===== src/rtl/glyph_pkg.sv =====
// Shared definitions for the glyph plotter: FSM encoding, segment field layout and
// the packed segment tables for the standard digit glyphs.
package glyph_pkg;

    typedef enum logic [1:0] {
        S_IDLE = 2'd0,
        S_LOAD = 2'd1,
        S_DRAW = 2'd2,
        S_DONE = 2'd3
    } state_t;

    // Segment entry layout, LSB first: len, yoff, xoff, vert.
    localparam int SEG_LEN_LSB = 0;

    function automatic int seg_w(input int off_w);
        return 1 + 3 * off_w;
    endfunction

    function automatic int seg_yoff_lsb(input int off_w);
        return off_w;
    endfunction

    function automatic int seg_xoff_lsb(input int off_w);
        return 2 * off_w;
    endfunction

    function automatic int seg_vert_bit(input int off_w);
        return 3 * off_w;
    endfunction

    localparam int STD_OFF_W = 5;
    localparam int STD_SEG_W = 1 + 3 * STD_OFF_W;

    function automatic logic [STD_SEG_W-1:0] pack_seg(
        input logic                 vert,
        input logic [STD_OFF_W-1:0] xoff,
        input logic [STD_OFF_W-1:0] yoff,
        input logic [STD_OFF_W-1:0] len
    );
        return {vert, xoff, yoff, len};
    endfunction

    // "11": two full-height vertical strokes.
    localparam logic [2*STD_SEG_W-1:0] GLYPH_11 = {
        pack_seg(1'b1, 5'd20, 5'd7, 5'd15),
        pack_seg(1'b1, 5'd8,  5'd7, 5'd15)
    };
    localparam int GLYPH_11_SEGS = 2;

endpackage


===== src/rtl/glyph_line_walker.sv =====
// Step counter along one segment; offsets are registered state, no path from ready.
// Advances one step per accepted pixel; holds while ready is low.
module glyph_line_walker #(
    parameter int OFF_W = 5
) (
    input  logic             clk,
    input  logic             resetn,
    input  logic             clr,
    input  logic             en,
    input  logic             ready,
    input  logic             vert,
    input  logic [OFF_W-1:0] len,
    output logic             last,
    output logic [OFF_W-1:0] dx,
    output logic [OFF_W-1:0] dy
);

    logic [OFF_W-1:0] step;

    always_ff @(posedge clk or negedge resetn) begin
        if (!resetn) begin
            step <= '0;
        end else if (clr) begin
            step <= '0;
        end else if (en && ready) begin
            step <= step + OFF_W'(1);
        end
    end

    // len is never zero while walking; zero-length entries are skipped upstream.
    assign last = (step == len - OFF_W'(1));
    assign dx   = vert ? '0 : step;
    assign dy   = vert ? step : '0;

endmodule


===== src/rtl/glyph_segment_drawer.sv =====
// Table-driven glyph plotter: first pixel two cycles after start, then one per accepted cycle.
// plot/xOut/yOut hold while ready is low; start is only honoured in IDLE.
module glyph_segment_drawer
    import glyph_pkg::*;
#(
    parameter int MAX_SEGS = 8,
    parameter int OFF_W    = 5,
    parameter int X_W      = 8,
    parameter int Y_W      = 7
) (
    input  logic                              clk,
    input  logic                              resetn,
    input  logic                              start,
    input  logic [X_W-1:0]                    xIn,
    input  logic [Y_W-1:0]                    yIn,
    input  logic [$clog2(MAX_SEGS+1)-1:0]     seg_count,
    input  logic [MAX_SEGS*seg_w(OFF_W)-1:0]  seg_table,
    input  logic                              ready,
    output logic                              plot,
    output logic [X_W-1:0]                    xOut,
    output logic [Y_W-1:0]                    yOut,
    output logic                              busy,
    output logic                              done
);

    localparam int SEG_W    = seg_w(OFF_W);
    localparam int CNT_W    = $clog2(MAX_SEGS + 1);
    localparam int YOFF_LSB = seg_yoff_lsb(OFF_W);
    localparam int XOFF_LSB = seg_xoff_lsb(OFF_W);
    localparam int VERT_BIT = seg_vert_bit(OFF_W);

    state_t                    state;
    logic [X_W-1:0]            xo;
    logic [Y_W-1:0]            yo;
    logic [CNT_W-1:0]          cnt;
    logic [CNT_W-1:0]          idx;
    logic [MAX_SEGS*SEG_W-1:0] tbl;

    logic [SEG_W-1:0] cur;
    logic             cur_vert;
    logic [OFF_W-1:0] cur_xoff;
    logic [OFF_W-1:0] cur_yoff;
    logic [OFF_W-1:0] cur_len;
    logic             last;
    logic [OFF_W-1:0] dx;
    logic [OFF_W-1:0] dy;

    always_comb begin
        cur = '0;
        for (int i = 0; i < MAX_SEGS; i++) begin
            if (idx == CNT_W'(i)) begin
                cur = tbl[i*SEG_W +: SEG_W];
            end
        end
    end

    assign cur_vert = cur[VERT_BIT];
    assign cur_xoff = cur[XOFF_LSB +: OFF_W];
    assign cur_yoff = cur[YOFF_LSB +: OFF_W];
    assign cur_len  = cur[SEG_LEN_LSB +: OFF_W];

    glyph_line_walker #(
        .OFF_W (OFF_W)
    ) u_walker (
        .clk    (clk),
        .resetn (resetn),
        .clr    (state == S_LOAD),
        .en     ((state == S_DRAW) && plot),
        .ready  (ready),
        .vert   (cur_vert),
        .len    (cur_len),
        .last   (last),
        .dx     (dx),
        .dy     (dy)
    );

    // Sums deliberately wrap at the screen width; no clipping.
    assign xOut = xo + X_W'(cur_xoff) + X_W'(dx);
    assign yOut = yo + Y_W'(cur_yoff) + Y_W'(dy);

    always_ff @(posedge clk or negedge resetn) begin
        if (!resetn) begin
            state <= S_IDLE;
            plot  <= 1'b0;
            busy  <= 1'b0;
            done  <= 1'b0;
            idx   <= '0;
            cnt   <= '0;
            xo    <= '0;
            yo    <= '0;
            tbl   <= '0;
        end else begin
            done <= 1'b0;
            case (state)
                S_IDLE: begin
                    if (start) begin
                        xo    <= xIn;
                        yo    <= yIn;
                        tbl   <= seg_table;
                        cnt   <= (seg_count > CNT_W'(MAX_SEGS)) ? CNT_W'(MAX_SEGS) : seg_count;
                        idx   <= '0;
                        busy  <= 1'b1;
                        state <= S_LOAD;
                    end
                end
                S_LOAD: begin
                    if (idx >= cnt) begin
                        busy  <= 1'b0;
                        done  <= 1'b1;
                        state <= S_DONE;
                    end else if (cur_len == '0) begin
                        idx <= idx + CNT_W'(1);
                    end else begin
                        plot  <= 1'b1;
                        state <= S_DRAW;
                    end
                end
                S_DRAW: begin
                    if (plot && ready && last) begin
                        plot  <= 1'b0;
                        idx   <= idx + CNT_W'(1);
                        state <= S_LOAD;
                    end
                end
                default: begin
                    state <= S_IDLE;
                end
            endcase
        end
    end

endmodule

===== config.mk =====
export PLATFORM = sky130hd
export DESIGN_NAME = glyph_segment_drawer
export DESIGN_NICKNAME = d
export VERILOG_FILES = /design/src/rtl/glyph_pkg.sv /design/src/rtl/glyph_line_walker.sv /design/src/rtl/glyph_segment_drawer.sv
export SDC_FILE = /design/constraint.sdc
export NUM_CORES = 1
export LEC_CHECK = 0
export CORE_ASPECT_RATIO = 0.5
export CORE_MARGIN = 4
export CORE_UTILIZATION = 45
export CTS_BUF_LIST = sky130_fd_sc_hd__clkbuf_16
export DETAILED_ROUTE_END_ITERATION = 10
export PLACE_DENSITY_LB_ADDON = 0.1
export SLEW_MARGIN = 20
export SYNTH_ARGS = -nofsm -noshare
export SYNTH_HDL_FRONTEND = slang
export SYNTH_HIERARCHICAL = 1
export SYNTH_SLANG_ARGS = --single-unit
export TNS_END_PERCENT = 20

===== constraint.sdc =====
create_clock -name clk -period 4.65 [get_ports clk]
set_clock_uncertainty 0.05 [all_clocks]
set_input_delay 0.465 -clock clk [delete_from_list [all_inputs] [get_ports clk]]
set_output_delay 0.465 -clock clk [all_outputs]
set_load 0.03 [all_outputs]

==> results.cfg <==
[finish]
postLayoutCellArea_um2 = 11360
layout_common_cells = 161 x dfrtp_1, 153 x clkdlybuf4s50_1, 144 x mux2_2, 54 x inv_1, 48 x buf_4
final_common_cell = dfrtp_1
fillers = 1533
multi_input_area_um2 = 4242
regArea_um2 = 4029
utilization_pct = 61.45
diodes = 0
layout-drive-gt1-share_pct = 31.08
area_growth_pct = 33.47
fin_nets = 1092

[sta]
rsz0062_at_grt = yes
worst_slew_pin_slew_ns = 0.7916
hold_viol = 0
period_share_pct = 107.5
min_period_ns = 4.997
fin_ws_ns = -0.3473
setup_tns_ns = -1.791
max_slew_margin_pct = 47.23
setup_violations = 9
fmax_mhz = 200.1
slew_violations = 0

[synthesis]
synth_top_flop_cell = dfrtp_1
synth_edf_count = 0
ys_seq_area_share_pct = 47.35
yosysWarnings = 6
yosysTopAreaCellShare_pct = 47.35
syn_area_per_cell_um2 = 11.87
synthArstFlopShare_pct = 100.0
synth_cells = 717
synth_area_um2 = 8508
synth_nets = 905
yosys.area.top_type = dfrtp_1
yosys_register_bits = 161
synth.area.top_cells = dfrtp_1 47%, mux2_2 19%, ha_1 3.7%, fa_1 2.8%, inv_1 2.4%
ys_types = 59

[pwr]
powerDensity_nw_per_um2 = 891.2
p_leak_uw = 0.004952
irDropWorstVdd_uv = 440.8

[setup_path]
r2r_slack_ns = 0.32
cp-end-kind = output port
worstReg2RegEnd = idx[2]
r2r-start = idx[1]
path_cells = inv_1 > ha_2 > nor4b_4 > buf_4 > a221oi_1 > nor3_1 > a221oi_2 > a211oi_1 > o22ai_1 > fa_1 > inv_1 > ha_1 > a21o_1 > a21oi_2 > o21bai_1 > a21oi_2 > xnor2_1 > buf_4
cp.arrival_ns = 4.48
reg2reg_depth = 18
setup.worst_path.start_class = flip-flop
worst-path-max-fanout = 10
max_stage_delay_ns = 0.52
crit_type = reg2out
crit_slowest_cell = fa_1
required_ns = 4.14

[placed_design]
globalplace.congestion = 0.8004
place_area_um2 = 10560
port_buffers = 168
dp_hpwl_um = 16090
pre_cts_ws_ns = -0.08850

[route]
remaining_drc_errors = 0
num_vias = 6097
viasPerCell = 5.185
routed.top_layer = met4
drt_iter0_markers = 297
wl_met3_um = 1230
met1Wirelength_um = 11020
drt_pass1_iterations = 4
dr_wl_met2_um = 9212
wl_um = 21610
wl_per_cell_um = 18.38
antenna_left = 0

[global_route]
grt_pass1_wl_um = 33680
grt.total_usage_pct = 20.25
grt_max_degree = 84
gr-total-overflow = 0
grt_pass1_vias = 6055
antenna_found_initial = 0

[die]
die_h_um = 105.2
ios = 169
coreArea_um2 = 18480
initial_utilization_pct = 46.04
rows = 35
dieArea_um2 = 21300
die_x_um = 202.5

[cts]
clk_pin_slew_ns = 0.06
cts-buffers-inserted = 17
cts_root_buf = clkbuf_16
cts_buffer_depth = 2
clk_latency_ns = 0.42
cts_hold_buf = 0
htreeDepth = 4
clock-sinks = 161
cts_tree = yes

[min_path]
min_path_type = in2async

[outcome]
violations = setup timing
status = complete, but fails checks

[flow_run]
maxCapViolCount = 0
## worst max-delay path, delay by kind of cell (launching register included)
| kind | cells | cell delay, ns |
|---|---|---|
| xor gates and xnor gates | 1 | 0.12 |
| DFF | 1 | 0.36 |
| AOI/OAI and AO/OA | 8 | 1.44 |
| and+or+nand+nor | 2 | 0.54 |
| buffers and inverters | 4 | 0.56 |
| adders and majority gates | 3 | 1.03 |
## per-stage QoR
step	hold slack (ns)	std cells	power, uW
6_report	0.01730	1176	10120
5_1_grt	0.09611	1176	10820
4_1_cts	0.06764	1174	10050
3_5_place_dp	0.4356	1137	8398
3_3_place_gp	0.4194	1137	8252
2_1_floorplan	0.1194	717	6581
## Yosys cell counts (2+ instances only)
cell,n
a2111oi_2,2
a21oi_1,28
a211oi_1,12
nor3_1,10
a21oi_2,2
o221ai_1,3
and2_1,10
o22ai_1,16
a221oi_2,9
o311ai_0,2
nor2_2,2
o21ai_0,12
buf_6,5
clkbuf_1,17
o21bai_1,3
mux2_2,144
o2bb2ai_1,2
a211oi_2,2
xor2_1,6
xnor2_1,10
dfrtp_1,161
a21o_1,5
nand3b_1,3
buf_2,10
o211ai_1,3
fa_1,12
o21ai_1,3
ha_1,25
inv_1,54
buf_1,5
nand2b_1,8
nor3_2,2
a221oi_1,18
nand2_1,32
nor2_1,31
mux2i_1,3
nand3_1,7
nor3b_1,4
nor2b_1,12
or3_1,3
## cell families after synthesis
| family | share of synthesized area [%] |
|---|---|
| adders and majority gates | 6.500 |
| DFF | 47.35 |
| xor gates and xnor gates | 1.647 |
| and+or+nand+nor | 8.824 |
| AOI/OAI and AO/OA | 11.44 |
| buffers and inverters | 4.647 |
| muxes | 19.59 |
## state kept, by name, summed over array words and instances, names as in the netlist
name / count
yo: 7
plot: 1
done: 1
busy: 1
cnt: 4
tbl: 128
idx: 4
xo: 8
u_walker/step: 5
state: 2
## worst max path at each step
stage           start  slack [ns]       to  cells after the start
3_3_place_gp   idx[0]       0.002  yOut[5]                     19
3_5_place_dp   idx[0]       -0.09  yOut[5]                     19
4_1_cts        idx[1]       -0.30  yOut[6]                     21
2_1_floorplan  idx[0]        0.04  xOut[7]                     23
6_report       idx[1]       -0.35  yOut[6]                     18
5_1_grt        idx[1]       -0.56  xOut[7]                     24
## metal layers
layer	vias up	global-route usage [%]
li1	2924	-
met1	3021	31.92
met2	139	28.76
met3	13	4.611
met4	0	3.437
met5	-	0
## final cells by class
type | instances | share of cell area (%)
sequential | 161 | 35.48
clock inverter | 15 | 1.620
timing repair buffer | 205 | 17.13
multi-input combinational | 464 | 37.35
tap | 259 | 2.854
inverter | 55 | 1.818
clock buffer | 17 | 3.746
## report_power, final
group / total [uW] / internal (uW) / leakage, uW / switching (uW)
sequential: 2540 / 2100 / 0.00192 / 443
clock: 1460 / 854 / 0.000298 / 610
combinational: 6110 / 2850 / 0.00274 / 3260
## repair_timing
action | in CTS | in global routing
buffers inserted | 5 | 2
endpoints found under the setup margin | 12 | 15
pin swaps | 15 | 3
resized for setup | 17 | 13
Note: power is estimated with default switching activity, not from simulation.
